`src/rtl/vga_pkg.sv`:
```
// vga_pkg: shared VGA timing definitions.
// Holds the 640x480@60 timing constants used by both the sync pulse
// generator and the sync decoder, the lock FSM state type, the width of the
// col/row counters, and a saturating increment helper for those counters.
package vga_pkg;

  localparam int VGA_H_TOTAL         = 800;
  localparam int VGA_H_ACT_START     = 144;
  localparam int VGA_H_ACTIVE        = 640;
  localparam int VGA_V_TOTAL         = 525;
  localparam int VGA_V_ACT_START     = 35;
  localparam int VGA_V_ACTIVE        = 480;
  localparam bit VGA_SYNC_ACTIVE_LOW = 1'b1;
  localparam int VGA_LOCK_FRAMES     = 2;

  localparam int CNT_W = 10;
  localparam logic [CNT_W-1:0] CNT_MAX  = '1;
  localparam logic [CNT_W-1:0] CNT_NEAR = CNT_MAX - 1'b1;

  typedef enum logic {
    ST_SEARCH = 1'b0,
    ST_LOCKED = 1'b1
  } lock_state_e;

  // Counter increment that sticks at the all-ones value.
  function automatic logic [CNT_W-1:0] sat_inc(input logic [CNT_W-1:0] v);
    return (v == CNT_MAX) ? v : v + 1'b1;
  endfunction

endpackage

```
`src/rtl/vga_sync_decoder_sync_edge_det.sv`:
```
// sync_edge_det: sync input front end.
// Optionally double-registers the raw sync (macro VGA_SYNC_DECODER_CDC_EN),
// normalises polarity so that 1 means "asserted", and pulses o_edge for one
// cycle on the cycle the sync becomes asserted.
// Ports:
//   clk, rst_n : pixel clock, asynchronous active-low reset
//   i_sync     : raw sync input
//   o_edge     : combinational assertion-edge pulse
module sync_edge_det #(
  parameter bit ACTIVE_LOW = 1'b1
) (
  input  logic clk,
  input  logic rst_n,
  input  logic i_sync,
  output logic o_edge
);

  logic w_sync;
  logic w_asserted;
  logic r_q;

`ifdef VGA_SYNC_DECODER_CDC_EN
  logic r_meta;
  logic r_sync;

  // Synchronizer flops reset to the deasserted level so reset release does
  // not look like a sync assertion.
  always_ff @(posedge clk or negedge rst_n) begin
    if (!rst_n) begin
      r_meta <= ACTIVE_LOW;
      r_sync <= ACTIVE_LOW;
    end else begin
      r_meta <= i_sync;
      r_sync <= r_meta;
    end
  end

  assign w_sync = r_sync;
`else
  assign w_sync = i_sync;
`endif

  assign w_asserted = ACTIVE_LOW ? ~w_sync : w_sync;

  always_ff @(posedge clk or negedge rst_n) begin
    if (!rst_n) begin
      r_q <= 1'b0;
    end else begin
      r_q <= w_asserted;
    end
  end

  assign o_edge = w_asserted & ~r_q;

endmodule

```
`src/rtl/vga_sync_decoder.sv`:
```
// vga_sync_decoder: receive side of the VGA timing interface.
// Recovers pixel column/row from HSYNC/VSYNC, measures line and frame
// length, and declares lock after LOCK_FRAMES consecutive nominal frames.
// Optional macro VGA_SYNC_DECODER_CDC_EN adds two-flop synchronizers on the
// sync inputs (all latencies +2 clocks).
// Ports:
//   clk, rst_n       : pixel clock, asynchronous active-low reset
//   i_hsync, i_vsync : sync inputs, polarity set by SYNC_ACTIVE_LOW
//   o_de, o_x, o_y   : active-video enable and pixel position (0 when idle)
//   o_locked         : timing locked
//   o_frame_start    : one-cycle pulse after each frame boundary
//   o_h_total        : last measured line length in clocks
//   o_v_total        : last measured frame length in lines
//   o_err            : one-cycle pulse on loss of lock
module vga_sync_decoder
  import vga_pkg::*;
#(
  parameter int H_TOTAL         = VGA_H_TOTAL,
  parameter int H_ACT_START     = VGA_H_ACT_START,
  parameter int H_ACTIVE        = VGA_H_ACTIVE,
  parameter int V_TOTAL         = VGA_V_TOTAL,
  parameter int V_ACT_START     = VGA_V_ACT_START,
  parameter int V_ACTIVE        = VGA_V_ACTIVE,
  parameter bit SYNC_ACTIVE_LOW = VGA_SYNC_ACTIVE_LOW,
  parameter int LOCK_FRAMES     = VGA_LOCK_FRAMES
) (
  input  logic             clk,
  input  logic             rst_n,
  input  logic             i_hsync,
  input  logic             i_vsync,
  output logic             o_de,
  output logic [CNT_W-1:0] o_x,
  output logic [CNT_W-1:0] o_y,
  output logic             o_locked,
  output logic             o_frame_start,
  output logic [CNT_W-1:0] o_h_total,
  output logic [CNT_W-1:0] o_v_total,
  output logic             o_err
);

  localparam logic [CNT_W:0]   L_H_TOTAL = (CNT_W+1)'(H_TOTAL);
  localparam logic [CNT_W:0]   L_V_TOTAL = (CNT_W+1)'(V_TOTAL);
  localparam logic [CNT_W-1:0] L_H_BEG   = CNT_W'(H_ACT_START);
  localparam logic [CNT_W:0]   L_H_END   = (CNT_W+1)'(H_ACT_START + H_ACTIVE);
  localparam logic [CNT_W-1:0] L_V_BEG   = CNT_W'(V_ACT_START);
  localparam logic [CNT_W:0]   L_V_END   = (CNT_W+1)'(V_ACT_START + V_ACTIVE);
  localparam logic [2:0]       L_LOCK    = 3'(LOCK_FRAMES);

  logic w_h_edge;
  logic w_v_edge;

  sync_edge_det #(.ACTIVE_LOW(SYNC_ACTIVE_LOW)) u_hsync_det (
    .clk    (clk),
    .rst_n  (rst_n),
    .i_sync (i_hsync),
    .o_edge (w_h_edge)
  );

  sync_edge_det #(.ACTIVE_LOW(SYNC_ACTIVE_LOW)) u_vsync_det (
    .clk    (clk),
    .rst_n  (rst_n),
    .i_sync (i_vsync),
    .o_edge (w_v_edge)
  );

  logic [CNT_W-1:0] r_col;
  logic [CNT_W-1:0] r_row;
  logic             r_v_pend;
  logic             r_line_bad;
  logic             r_seen_frame;
  logic [2:0]       r_good_cnt;
  lock_state_e      r_state;
  logic             r_locked;
  logic             r_frame_start;
  logic             r_err;
  logic [CNT_W-1:0] r_h_total;
  logic [CNT_W-1:0] r_v_total;
  logic             r_de;
  logic [CNT_W-1:0] r_x;
  logic [CNT_W-1:0] r_y;

  // Lengths are one bit wider so a saturated counter (1023 + 1) can never
  // alias to a nominal length.
  logic [CNT_W:0] w_col_len;
  logic [CNT_W:0] w_row_len;
  logic           w_col_sat;
  logic           w_line_bad_now;
  logic           w_boundary;
  logic           w_frame_good;
  logic           w_h_act;
  logic           w_v_act;

  assign w_col_len      = {1'b0, r_col} + 1'b1;
  assign w_row_len      = {1'b0, r_row} + 1'b1;
  // Fires once, on the cycle the column counter reaches its ceiling.
  assign w_col_sat      = ~w_h_edge & (r_col == CNT_NEAR);
  assign w_line_bad_now = w_h_edge & (w_col_len != L_H_TOTAL);
  // A vsync edge seen earlier in the line, or in this very cycle, closes the
  // frame on this hsync edge.
  assign w_boundary     = w_h_edge & (r_v_pend | w_v_edge);
  // The line ending at the boundary is part of the frame being judged.
  assign w_frame_good   = r_seen_frame & ~r_line_bad & ~w_line_bad_now &
                          (w_row_len == L_V_TOTAL);

  assign w_h_act = (r_col >= L_H_BEG) & ({1'b0, r_col} < L_H_END);
  assign w_v_act = (r_row >= L_V_BEG) & ({1'b0, r_row} < L_V_END);

  always_ff @(posedge clk or negedge rst_n) begin
    if (!rst_n) begin
      r_col         <= '0;
      r_row         <= '0;
      r_v_pend      <= 1'b0;
      r_line_bad    <= 1'b0;
      r_seen_frame  <= 1'b0;
      r_frame_start <= 1'b0;
      r_h_total     <= '0;
      r_v_total     <= '0;
    end else begin
      if (w_h_edge) begin
        r_col     <= '0;
        r_h_total <= w_col_len[CNT_W-1:0];
      end else begin
        r_col <= sat_inc(r_col);
      end

      r_frame_start <= w_boundary;

      if (w_boundary) begin
        r_row        <= '0;
        r_v_total    <= w_row_len[CNT_W-1:0];
        r_v_pend     <= 1'b0;
        r_line_bad   <= 1'b0;
        r_seen_frame <= 1'b1;
      end else begin
        if (w_h_edge) begin
          r_row <= sat_inc(r_row);
        end
        if (w_v_edge) begin
          r_v_pend <= 1'b1;
        end
        if (w_line_bad_now || w_col_sat) begin
          r_line_bad <= 1'b1;
        end
      end
    end
  end

  // Lock FSM
  always_ff @(posedge clk or negedge rst_n) begin
    if (!rst_n) begin
      r_state    <= ST_SEARCH;
      r_locked   <= 1'b0;
      r_good_cnt <= '0;
      r_err      <= 1'b0;
    end else begin
      r_err <= 1'b0;
      case (r_state)
        ST_SEARCH: begin
          if (w_boundary) begin
            if (w_frame_good) begin
              r_good_cnt <= r_good_cnt + 1'b1;
              if (r_good_cnt + 1'b1 >= L_LOCK) begin
                r_state  <= ST_LOCKED;
                r_locked <= 1'b1;
              end
            end else begin
              r_good_cnt <= '0;
            end
          end
        end
        ST_LOCKED: begin
          if (w_line_bad_now || w_col_sat || (w_boundary && !w_frame_good)) begin
            r_err      <= 1'b1;
            r_good_cnt <= '0;
            r_state    <= ST_SEARCH;
            r_locked   <= 1'b0;
          end
        end
        default: begin
          r_state  <= ST_SEARCH;
          r_locked <= 1'b0;
        end
      endcase
    end
  end

  // Output stage: position and enable from the counters one clock back
  always_ff @(posedge clk or negedge rst_n) begin
    if (!rst_n) begin
      r_de <= 1'b0;
      r_x  <= '0;
      r_y  <= '0;
    end else begin
      r_de <= r_locked & w_h_act & w_v_act;
      r_x  <= (r_locked & w_h_act & w_v_act) ? r_col - L_H_BEG : '0;
      r_y  <= (r_locked & w_h_act & w_v_act) ? r_row - L_V_BEG : '0;
    end
  end

  assign o_de          = r_de;
  assign o_x           = r_x;
  assign o_y           = r_y;
  assign o_locked      = r_locked;
  assign o_frame_start = r_frame_start;
  assign o_h_total     = r_h_total;
  assign o_v_total     = r_v_total;
  assign o_err         = r_err;

endmodule

```
`config.mk`:
```
export PLATFORM = sky130hd
export DESIGN_NAME = vga_sync_decoder
export DESIGN_NICKNAME = d
export VERILOG_FILES = /design/src/rtl/vga_pkg.sv /design/src/rtl/vga_sync_decoder_sync_edge_det.sv /design/src/rtl/vga_sync_decoder.sv
export SDC_FILE = /design/constraint.sdc
export NUM_CORES = 1
export LEC_CHECK = 0
export BUFFER_PORTS_ARGS = -buffer_cell sky130_fd_sc_hd__buf_2
export CAP_MARGIN = 20
export CORE_AREA = 2 2 72 87
export CTS_BUF_LIST = sky130_fd_sc_hd__clkbuf_2 sky130_fd_sc_hd__clkbuf_4 sky130_fd_sc_hd__clkbuf_8
export DETAILED_ROUTE_END_ITERATION = 10
export DIE_AREA = 0 0 74 89
export PLACE_DENSITY = 0.95
export SLEW_MARGIN = 20
export SYNTH_ARGS = -nofsm -noshare
export SYNTH_HDL_FRONTEND = slang
export SYNTH_HIERARCHICAL = 1
export SYNTH_SLANG_ARGS = --single-unit
```
`constraint.sdc`:
```
create_clock -name clk -period 3.6 [get_ports clk]
set_clock_uncertainty 0.05 [all_clocks]
set_input_delay 0.72 -clock clk [delete_from_list [all_inputs] [get_ports clk]]
set_output_delay 0.72 -clock clk [all_outputs]
set_load 0.02 [all_outputs]
```
### Yosys cells after proc, flatten, opt, wreduce, memory -nomap -nowiden

Cells that the tools add are included.

| cells by class | value |
|---|---|
| add/subtract/negate cells | 7 |
| order comparisons | 5 |
| equal/unequal tests | 11 |
| mux-type cells | 27 |
| bitwise gates (word level) | 21 |
| reduce and logical (&&, ||, !) cells | 10 |

Operators with widths:

| kind | number |
|---|---|
| $mux 10 | 7 |
| $eq 10x10->1 const B | 3 |
| $add 10x1->11 const B | 2 |
| $add 10x1->10 const B | 2 |
| $lt 10x10->1 const B | 2 |
| $mux 1 | 14 |
| $and 1x1->1 | 12 |
| $eq 11x10->1 const B | 1 |
| $ne 11x10->1 const B | 1 |
| $ge 10x6->1 const B | 1 |
| $ge 10x8->1 const B | 1 |
| $ne 2x2->1 const B | 5 |
| $sub 10x6->10 const B | 1 |
| $sub 10x8->10 const B | 1 |
| $mux 3 | 3 |
| $not 1->1 | 8 |
| $pmux 3 s2 | 1 |
| $reduce_bool 2->1 | 3 |
| $pmux 1 s2 | 2 |
| $reduce_and 2->1 | 2 |
| $reduce_and 4->1 | 1 |
| $add 3x1->3 const B | 1 |
| $ge 3x2->1 const B | 1 |
| $logic_or 1x1->1 | 2 |
| 4 further kinds | 4 |

| word-level totals | value |
|---|---|
| register bits after elaboration | 73 |
| output and inout bits | 44 |
| word-level logic and storage cells | 98 |

### Longest topological paths before layout

Gate-level depths: netlist of the first run.

| depth | value |
|---|---|
| depth after elaboration | 11 |
| mapped depth | 9 |

### By module

The synthesis of the first run kept the hierarchy.

By module, submodules not included:

| module | times used | cells each | area each (um^2) |
|---|---|---|---|
| vga_sync_decoder | 1 | 351 | 3512.1 |
| sync_edge_det | 2 | 3 | 32.5 |

### Least setup slack after synthesis of the first run

No wires, ideal clock.

| timing path | value |
|---|---|
| kind | input to register |
| start point | input i_hsync |
| end point | register r_good_cnt[2] |
| setup time | 65 ps |
| arrival time | 2007 ps |
| required time | 3485 ps |
| setup slack | 1478 ps |
| cell stages on the path | 7 |
| cell sequence | nor2_1 -> clkbuf_1 -> o21ai_0 -> inv_1 -> nand2_1 -> a2111oi_0 -> a21o_1 |

RTL lines:

| element | RTL line | source |
|---|---|---|
| start: declaration | vga_sync_decoder.sv:29 | `input logic i_hsync,` |
| $not 1->1 * | vga_sync_decoder_sync_edge_det.sv:43 | `assign w_asserted = ACTIVE_LOW ? ~w_sync : w_sync;` |
| $and 1x1->1 * | vga_sync_decoder_sync_edge_det.sv:53 | `assign o_edge = w_asserted & ~r_q;` |
| $and 1x1->1 * | vga_sync_decoder.sv:100 | `assign w_boundary = w_h_edge & (r_v_pend \| w_v_edge);` |
| named net w_boundary | vga_sync_decoder.sv:88 | `logic w_boundary;` |
| $logic_and 1x1->1 | vga_sync_decoder.sv:172 | `if (w_line_bad_now \|\| w_col_sat \|\| (w_boundary && !w_frame_good)) begin` |
| $logic_or 1x1->1 | vga_sync_decoder.sv:172 |  |
| $ne 2x1->1 (no line) | -- |  |
| $reduce_and 2->1 (no line) * | -- |  |
| end signal: assignment | vga_sync_decoder.sv:161 | `r_good_cnt <= r_good_cnt + 1'b1;` |
| end: declaration | vga_sync_decoder.sv:71 | `logic [2:0] r_good_cnt;` |

The timed path passes the listed nets; every way through them passes the cells marked *. The select of a mux whose other input is x is not followed.
A chain may end at the register's enable or synchronous reset.

### Final worst setup path of the first run

| timing path | value |
|---|---|
| start point | register r_row[0] |
| end point | register r_row[2] |

| between the ends | value |
|---|---|
| word-level cells in the longest chain between the ends | 4 |

Ends and longest elaborated chain:

| element | RTL line | source |
|---|---|---|
| start: declaration | vga_sync_decoder.sv:67 | `logic [CNT_W-1:0] r_row;` |
| start signal: assignment | vga_sync_decoder.sv:136 | `r_row <= sat_inc(r_row);` |
| $add 10x1->10 | vga_pkg.sv:27 | `return (v == CNT_MAX) ? v : v + 1'b1;` |
| $mux 10 | vga_pkg.sv:27 |  |
| $mux 10 | vga_sync_decoder.sv:135 | `if (w_h_edge) begin` |
| $mux 10 | vga_sync_decoder.sv:128 | `if (w_boundary) begin` |

Parallel ways exist; a longest one is shown, timed or not. The select of a mux whose other input is x is not followed.

==> results by stage, run 1 <==
Outcome:
- The flow ran to the end, and the final reports show no timing, DRC or antenna violations.

Logic synthesis:
- The proportion of synthesized chip area in sequential cells is 0.5107.
- The post-synth net total is approximately 370.
- After synthesis the netlist holds a flip-flop and latch count of 73.
- Counting flops with a built-in enable in the synthesized netlist gives 0.
- The prevailing post-synth register cell is sky130_fd_sc_hd__dfrtp_1.
- The number of instances in the synthesized netlist is 357.
- Counting flops with an async set or reset pin after synthesis yields a share of 1.000.
- The average instance in the mapped netlist occupies 10.02 sq um.
- The post-synthesis cell type with the largest combined area is sky130_fd_sc_hd__dfrtp_1.
- The portion of synthesized cell area occupied by the leading cell type is 0.5107.
- In the post-synthesis netlist, the biggest area contributors are sky130_fd_sc_hd__dfrtp_1 51%, sky130_fd_sc_hd__nor2_1 4.9%, sky130_fd_sc_hd__xnor2_1 4.9%.
- The count of synthesis-stage warnings from yosys is 6.
- Synthesis instantiated slightly below 60 different standard cells from the library.
- The cell area that synthesis handed to floorplanning was 3577 sq um.

Route:
- In the final routed layout, each cell accounts on average for 14.68 microns.
- For this block, the via count after detailed routing is 2700.
- The antenna violation net count after detailed routing is 0.
- The topmost layer with routed signal wires is met4.
- After detailed routing, the total wire length is about 7 mm.
- The initial detailed-routing violation count is 202.
- The number of vias per cell after detailed routing is 5.637.
- The routed design uses roughly 380 microns of met3 wire.
- The remaining routing DRC violations is 0.
- The met1 wire length is about 3.0 mm.
- The number of optimization iterations in the first detailed-route pass is 5.
- The total met2 wirelength after detailed routing is 3.523 mm.

Setup path:
- The critical path launch point type is a flop.
- Counting cells, the worst reg-to-reg path comes to 7.
- Data arrives at the worst endpoint at 2690 ps.
- Data on the critical path is required at its endpoint by 3770 ps.
- Along the worst path, the maximum fanout reaches 13.
- The capture instance of the worst register-to-register path is r_row[2].
- The slack of the worst reg-to-reg path is around 1100 ps.
- The launching point of the worst reg2reg path is r_row[0].
- The worst setup path is captured at a flop.
- By startpoint and endpoint, the worst setup path is classified as flop to flop.

Pwr:
- The sequential group share of total power is 0.445.
- The analysis attributes to net switching a power of ~520 uW.
- Across the VDD grid, the largest voltage drop is between 300 and 400 uV.
- The internal power is roughly 1.6 mW.
- The net switching share of the total power is 0.2480.
- Dividing total power by cell area gives a power density of approximately 520 nW/um^2.
- The share of total power dissipated in combinational logic is 0.119.
- Summed over all cells, the static leakage comes to around 2 nW.
- Of the total power, the clock network draws 0.437.

Clock network:
- The total clock buffers created by CTS is 9.
- The later pin in the worst-skew pair is clocked with a latency of 350 ps.
- Clock-pin slew was measured on the worst setup and hold paths at ~80 ps.
- The tree built by TritonCTS fans out to 73 sinks.
- In this run, post-CTS repair resized a total of 0 instances.
- In this run the deepest clock path goes through 2 buffers.
- The setup fix buffers added after clock tree synthesis is 0.
- The number of buffers inserted by hold repair at cts is 0.
- TritonCTS built the clock tree.
- The buffer cell driving the clock tree root is sky130_fd_sc_hd__clkbuf_8.
- The count of H-tree levels built during CTS is 3.

Timing:
- The max-slew violation count came to 0.
- The achievable frequency is a little under 400 MHz.
- The number of failing hold endpoints at the final stage is 0.
- The post-route fraction of the period consumed by the critical path is 0.7011.
- The slew at the pin closest to its max-slew limit is ~540 ps.
- Setup repair after global routing left no endpoint under its margin.
- The number of setup violations in the final report is 0.
- Adding up every negative setup slack in the final design gives 0 ps.
- The remaining max-slew budget at the tightest pin is 0.6423.
- The clock period minus worst slack is roughly 2500 ps.

Global routing:
- The initial antenna violation count is 0.
- The number of global-route vias before repair is around 2600.
- The largest net degree at the start of global routing is 31.
- The first global-routing pass estimated between 10 and 15 mm of wire.
- Across every metal layer, demand over resource in global routing totals 0.2402.
- After global routing the overflow that remains totals 0.

Cells and area:
- The net count of the finished layout is approximately 410.
- The diode insertion count for antenna repair is 0.
- The fraction of final layout cells with drive strength greater than 1 is 0.2180.
- The area growth from synthesis to final layout is 14.73%.
- After filler insertion, the fill cell instance count of the layout stands at ~370.
- The end-of-flow core utilization is 0.7241.

Die:
- The die covers between 6000 and 7000 sq um.
- The number of placement rows is 30.
- For this configuration, the core starts out at a cell density of 0.6311.
- Pin placement for this block handled 48 I/O pins.
- The die width is 74 microns.
- The die height is 89 microns.
- The core region is ~5700 sq um.

Placed design:
- Input and output buffers added on the ports amount to between 40 and 50.
- The routability congestion estimate from global placement is 0.8919.
- The half-perimeter wire length of the detailed placement result is 4.879 mm.

Job:
- The max-capacitance violation count is 0.

Worst hold path:
- The path class of the tightest hold or removal check is input pin to asynchronous set/reset pin.
registers in the layout, summed over array words and instances (netlist names), 3 cells and up:
register and flops:
o_h_total 10, o_v_total 10, o_x 10, o_y 10, r_col 10, r_row 10, r_good_cnt 3
power groups by stage:
stage / clock network (mW) / logic, mW / registers, mW
finish: 0.924 / 0.251 / 0.940
detailed placement: 0 / 0.250 / 0.954
global route: 0.966 / 0.279 / 0.949
CTS: 0.930 / 0.254 / 0.940
floorplan: 0 / 0.151 / 0.971
global placement: 0 / 0.242 / 0.952
cells by family after synthesis:
| logic type | Yosys count | synth area share |
|---|---|---|
| AND/OR/NAND/NOR | 133 | 0.1955 |
| flip-flops | 73 | 0.5107 |
| AO/OA/AOI/OAI | 68 | 0.1266 |
| buffers and inverters | 44 | 0.05946 |
| XOR/XNOR | 26 | 0.06366 |
| adder cells (fa/ha/maj) | 10 | 0.03498 |
| multiplexers | 3 | 0.009094 |
stage by stage:
stage / cells / hold slack [ps] / area, sq um / power, mW / setup WS (ps)
6_report: 479 / 298.5 / 4104 / 2.115 / 1076
5_1_grt: 479 / 337.6 / 4104 / 2.193 / 861.5
4_1_cts: 479 / 307.9 / 4104 / 2.124 / 1102
3_5_place_dp: 463 / 415.7 / 3809 / 1.205 / 1132
3_3_place_gp: 463 / 400.3 / 3809 / 1.194 / 1252
2_1_floorplan: 357 / 374.4 / 3577 / 1.122 / 1478
synth_stat cells, drive strengths merged, types with 2 or more instances:
cell type and number:
o41ai 2, and4b 2, nand4 4, dfrtp 73
nand2 30, o2111ai 2, buf 14, nand2b 5
and3 5, mux2 2, o211ai 2, nor2b 4
a31oi 2, a21oi 21, nor3 8, xor2 6
o31ai 2, o21ai 22, inv 17, and2 2
xnor2 20, nor2 47, a21o 4, nand3 12
nor4 6, clkbuf 12, or2b 2, ha 10
a2111oi 2
worst max-delay path by stage:
stage | slack [ps] | start | end | cells past startpoint
4_1_cts | 1100 | r_row[0] | r_row[2] | 7
5_1_grt | 860 | r_row[0] | r_row[2] | 7
6_report | 1080 | r_row[0] | r_row[2] | 7
3_5_place_dp | 1130 | r_row[0] | r_row[2] | 7
2_1_floorplan | 1480 | i_hsync | r_good_cnt[2] | 7
3_3_place_gp | 1250 | i_hsync | r_good_cnt[2] | 8
worst max-delay path, cell delays in order (launching register included):
cell                      delay (ps)
sky130_fd_sc_hd__dfrtp_1         500
sky130_fd_sc_hd__ha_1            350
sky130_fd_sc_hd__nand3_2         230
sky130_fd_sc_hd__o41ai_1         490
sky130_fd_sc_hd__or3_1           420
sky130_fd_sc_hd__nor2_1           90
sky130_fd_sc_hd__o21ai_0         160
sky130_fd_sc_hd__o21ai_0         100
routing by layer:
layer / GRT usage / vias up
met5: 0 / -
met4: 0.1091 / 0
met3: 0.05862 / 17
met2: 0.3929 / 98
met1: 0.3016 / 1302
li1: - / 1283
layout by cell type, fill, tap and decap left out, types with 2 or more instances in the layout:
cell type and instances:
sky130_fd_sc_hd__dfrtp_1 73, sky130_fd_sc_hd__buf_2 47, sky130_fd_sc_hd__nor2_1 46, sky130_fd_sc_hd__nand2_1 28, sky130_fd_sc_hd__a21oi_1 21, sky130_fd_sc_hd__o21ai_0 21
sky130_fd_sc_hd__xnor2_1 20, sky130_fd_sc_hd__inv_1 17, sky130_fd_sc_hd__nand3_1 10, sky130_fd_sc_hd__ha_1 10, sky130_fd_sc_hd__clkbuf_8 10, sky130_fd_sc_hd__nor3_1 7
sky130_fd_sc_hd__xor2_1 6, sky130_fd_sc_hd__nor4_1 5, sky130_fd_sc_hd__nand2b_1 5, sky130_fd_sc_hd__and3_1 5, sky130_fd_sc_hd__bufinv_16 5, sky130_fd_sc_hd__buf_4 5
sky130_fd_sc_hd__nor2b_1 4, sky130_fd_sc_hd__nand4_1 4, sky130_fd_sc_hd__a21o_1 4, sky130_fd_sc_hd__and4b_1 2, sky130_fd_sc_hd__o211ai_1 2, sky130_fd_sc_hd__a31oi_1 2
sky130_fd_sc_hd__and2_1 2, sky130_fd_sc_hd__or2b_2 2, sky130_fd_sc_hd__o41ai_1 2, sky130_fd_sc_hd__o31ai_1 2, sky130_fd_sc_hd__mux2_2 2
final cells by class:
cell class | instances | area (sq um) | area share
repair buffers | 52 | 272.8 | 0.06646
flip-flops and latches | 73 | 1827 | 0.4451
inverters | 18 | 68.82 | 0.01677
well taps | 80 | 100.1 | 0.02439
clock buffers | 11 | 145.1 | 0.03537
multi-input cells | 240 | 1540 | 0.3753
clock inverters | 5 | 150.1 | 0.03659
Note: power is estimated with default switching activity, not from simulation.
==> inputs of run 2 (changes only) <==
--- a/config.mk
+++ b/config.mk
@@ -5,13 +5,14 @@
 export SDC_FILE = /design/constraint.sdc
 export NUM_CORES = 1
 export LEC_CHECK = 0
+export ABC_AREA = 1
 export BUFFER_PORTS_ARGS = -buffer_cell sky130_fd_sc_hd__buf_2
 export CAP_MARGIN = 20
-export CORE_AREA = 2 2 72 87
+export CORE_AREA = 2 2 77 93
 export CTS_BUF_LIST = sky130_fd_sc_hd__clkbuf_2 sky130_fd_sc_hd__clkbuf_4 sky130_fd_sc_hd__clkbuf_8
 export DETAILED_ROUTE_END_ITERATION = 10
-export DIE_AREA = 0 0 74 89
-export PLACE_DENSITY = 0.95
+export DIE_AREA = 0 0 79 95
+export PLACE_DENSITY = 0.87
 export SLEW_MARGIN = 20
 export SYNTH_ARGS = -nofsm -noshare
 export SYNTH_HDL_FRONTEND = slang
==> constraint.sdc (replaced) <==
create_clock -name clk -period 2.1 [get_ports clk]
set_clock_uncertainty 0.05 [all_clocks]
set_input_delay 0.42 -clock clk [delete_from_list [all_inputs] [get_ports clk]]
set_output_delay 0.42 -clock clk [all_outputs]
set_load 0.02 [all_outputs]
==> run 2 against run 1 <==
Effect of this change:
- clock-buffer cell count decreased by 1
- synthesized cell count increased by 13%
- fmax increased by 28%
- hold slack lost 290 ps
- sequential share of layout area grew 0.22 points
- via count grew 6.1%
- global-route usage is 1.3 points lower
- final area down 0.43%
- flip-flop and latch count is the same
- combinational power grew to 4.2 times the previous value
- non-clock buffer count increased by 5
- wire length rose by 9.4%
- critical endpoint is now r_good_cnt[1]
==> results by stage, run 2 <==
Outcome:
- The flow ran to the end, and the final reports show no timing, DRC or antenna violations.

Cells and area:
- The fraction of final layout cells with drive strength greater than 1 is 0.2334.
- The number of antenna diodes in the final layout is 0.
- The most common library cell in the layout ignoring fill and taps is sky130_fd_sc_hd__nand2_1.
- The area growth from synthesis to final layout is 18.20%.
- The net count of the finished layout is about 480.
- The fill cell instance count of the final layout is approximately 600.
- In the layout the commonest cells are 95 x sky130_fd_sc_hd__nand2_1, 72 x sky130_fd_sc_hd__dfrtp_1, 47 x sky130_fd_sc_hd__buf_2.
- After the flow finishes, the layout carries non-filler instances totaling approximately 550.

Timing:
- The number of setup violations in the final report is 0.
- Across all hold checks on the routed design, the worst slack comes to between 10 and 15 ps.
- At the pin with the least slew margin, the transition time is 391.6 ps.
- The remaining max-slew budget at the tightest pin is 0.7389.
- The final-layout setup total negative slack is 0 ps.
- The max-slew violation count is 0.
- After layout, the minimum clock period comes to about 2000 ps.
- The number of failing hold endpoints at the final stage is 0.
- The post-route fraction of the period consumed by the critical path is 0.9413.
- Based on the critical path, the design can be clocked at up to approximately 510 MHz.
- Setup repair after global routing left no endpoint under its margin.

Logic synthesis:
- After synthesis the netlist holds a flip-flop and latch count of 73.
- Sorting the synthesized cells by how often they occur yields 96 x sky130_fd_sc_hd__nand2_1, 73 x sky130_fd_sc_hd__dfrtp_1, 45 x sky130_fd_sc_hd__nor2_1.
- The post-synth net total is approximately 420.
- The library cell with the highest instance count after synthesis is sky130_fd_sc_hd__nand2_1.
- Of the post-synthesis cell area, the part taken by muxes is 0.
- The synthesized-area fraction occupied by ao, oa, aoi and oai cells came to 0.08107.
- The number of flops mapped to enable cells by yosys is 0.
- Of the total synthesized cell area, the portion taken by XOR and XNOR cells is 0.02787.
- Ranked by total cell area, the synthesized netlist is headed by sky130_fd_sc_hd__dfrtp_1 53%, sky130_fd_sc_hd__nand2_1 10%, sky130_fd_sc_hd__nor2_1 4.9%.
- The proportion of synthesized chip area in sequential cells is 0.5284.
- After synthesis, the largest family of logic cells by area is simple AND/OR/NAND/NOR gates.
- After synthesis, the share of flip-flops with an asynchronous set or reset is 1.000.
- The prevailing post-synth register cell is sky130_fd_sc_hd__dfrtp_1.
- The average instance in the mapped netlist occupies about 8.6 sq um.
- The share of synthesized area in the top cell type comes to 0.5284.
- The summed instance area of the synthesized netlist is approximately 3500 sq um.
- The share of synthesized cell area in and, or, nand and nor gates is 0.2548.
- The number of instances in the synthesized netlist is between 400 and 500.
- Of the total synthesized cell area, the portion taken by full adders, half adders and majority gates is 0.03619.
- Summed over all instances, the cell type with the most area after synthesis is sky130_fd_sc_hd__dfrtp_1.
- The synthesized netlist contains 33 unique library cells.
- The count of synthesis-stage warnings from yosys is 6.

Setup path:
- The capture instance of the worst register-to-register path is r_good_cnt[1].
- The data arrival time of the critical path is 2200 ps.
- The worst endpoint required time is approximately 2300 ps.
- The startpoint-to-endpoint class of the critical path is flop to flop.
- Across all register-to-register paths, the minimum setup slack is roughly 120 ps.
- For the worst flop-to-flop path, the logic depth is 11.
- The worst setup path is launched from a flop.
- The kind of end point of the critical path is a flop.
- The maximum fanout along the worst path is 5.
- The launching point of the worst reg2reg path is r_row[0].

Die:
- Measured along the x axis, the die boundary spans just under 80 microns.
- The die area is between 7000 and 8000 sq um.
- The number of placement rows is 33.
- The initial core utilization is 0.5168.
- The boundary pin count is 48.
- The floorplan step set the die height to between 90 and 100 microns.
- The core footprint is between 6000 and 7000 sq um.

Global routing:
- The initial antenna violation count is 0.
- Entering global routing, the biggest net connects 74 pins.
- The global router's overall resource usage is 0.2269.
- The first global-routing pass estimated about 13 mm of wire.
- Summed over all layers, the global routing overflow is 0.
- The number of global-route vias before repair was ~2900.

Pwr:
- The power per cell area is 997.7 nW/um^2.
- Summed over all cells, the static leakage comes to 2.182 nW.
- IR analysis of the VDD net gives a maximum drop of just under 500 uV.
- The overall power is approximately 4 mW.

Clock network:
- The tree is rooted in a sky130_fd_sc_hd__clkbuf_8.
- The TritonCTS clock tree is built.
- For the worst-skew pair, the clock arrives at the later sink with an insertion delay of 350 ps.
- The clock sink count is 73.
- The H-tree was split into 3 levels.
- The clock passes through at most 2 buffers.
- The setup fix buffers added after clock tree synthesis is 0.
- Clock-pin slew was measured on the worst setup and hold paths at roughly 90 ps.
- The number of clock buffers added by TritonCTS is 9.

Route:
- The initial detailed-routing violation count is between 200 and 250.
- Dividing the detail-routed via count by the number of cells gives 5.170.
- The detail route stage leaves a number of antenna-violating nets equal to 0.
- Summed over all layers, the routed wires come to 7.695 mm.
- The average routed wire per standard cell is between 10 and 15 microns.
- The remaining routing DRC violations is 0.
- Summing over every cut layer, the via total after detailed routing is roughly 2900.
- The number of optimization iterations in the first detailed-route pass is 4.

Placed design:
- Buffers placed on the I/O ports in this run total 47.
- The half-perimeter wire length of the detailed placement result is roughly 5.5 mm.
- The number of instances in the placed design is between 500 and 600.
- The routability congestion estimate from global placement is 0.8898.

Worst hold path:
- The kind of path behind the tightest hold check is input pin to asynchronous set/reset pin.

Job:
- The tool flagged a number of max-cap violations equal to 0.
## run 2: cell type report
cell class / count / area (sq um) / area share
Clock buffer: 10 / 137.6 / 0.03368
Clock inverter: 6 / 90.09 / 0.02205
Inverter: 52 / 196.4 / 0.04807
Multi-Input combinational cell: 269 / 1399 / 0.3423
Sequential cell: 73 / 1828 / 0.4473
Tap cell: 87 / 108.9 / 0.02664
Timing Repair Buffer: 57 / 326.6 / 0.07991
## run 2: worst max path at each step
stage | slack (ps) | depth (start not counted) | to | start
global route | 6 | 11 | o_y[4] | r_row[0]
detailed placement | 110 | 11 | r_good_cnt[2] | r_row[0]
CTS | 80 | 11 | r_good_cnt[1] | r_row[1]
floorplan | 300 | 13 | o_x[7] | r_row[0]
global placement | 200 | 14 | r_good_cnt[2] | r_col[4]
finish | 120 | 11 | r_good_cnt[1] | r_row[0]
## run 2: kinds of logic after synthesis
family / after synthesis
simple gates: 196
fa+ha+maj: 10
buf+inv: 62
compound gates: 52
flops: 73
xor+xnor: 11
## run 2: timing repair
| action | CTS | global route |
|---|---|---|
| hold buffers | 0 | 0 |
| gates resized for setup | 0 | 8 |
| setup endpoints to repair | 0 | 17 |
| hold endpoints to repair | 0 | 0 |
## run 2: layer usage
metal | track usage | up-vias | part of all wire
li1 | - | 1404 | -
met1 | 0.2936 | 1359 | 0.43
met2 | 0.3637 | 79 | 0.50
met3 | 0.02964 | 22 | 0.032
met4 | 0.1379 | 0 | 0.034
met5 | 0 | - | 0
## run 2: critical path, cell delays in order (launching register included)
cell and delay (ps):
sky130_fd_sc_hd__dfrtp_1 420, sky130_fd_sc_hd__buf_4 170, sky130_fd_sc_hd__inv_1 120, sky130_fd_sc_hd__ha_2 220, sky130_fd_sc_hd__inv_1 50, sky130_fd_sc_hd__nor4_2 240, sky130_fd_sc_hd__nand3_1 130, sky130_fd_sc_hd__nor3_2 200
sky130_fd_sc_hd__nand2_1 80, sky130_fd_sc_hd__nor2_2 100, sky130_fd_sc_hd__nand2_1 60, sky130_fd_sc_hd__nand2_1 60
## run 2: power by group
part | leakage [nW] | internal, mW | switching (mW) | total [mW]
registers | 0.967 | 1.59 | 0.177 | 1.76
clock network | 0.113 | 0.706 | 0.544 | 1.25
logic | 1.10 | 0.345 | 0.719 | 1.06
## run 2: through the flow
step	utilization	instance area [sq um]	worst slack, ps
after floorplan	-	3457	303.4
after global placement	0.5737	3837	202.6
after detailed placement	0.5737	3837	112.4
after CTS	0.6077	4065	75.98
after global routing	0.6109	4086	5.804
final	0.6109	4086	123.4
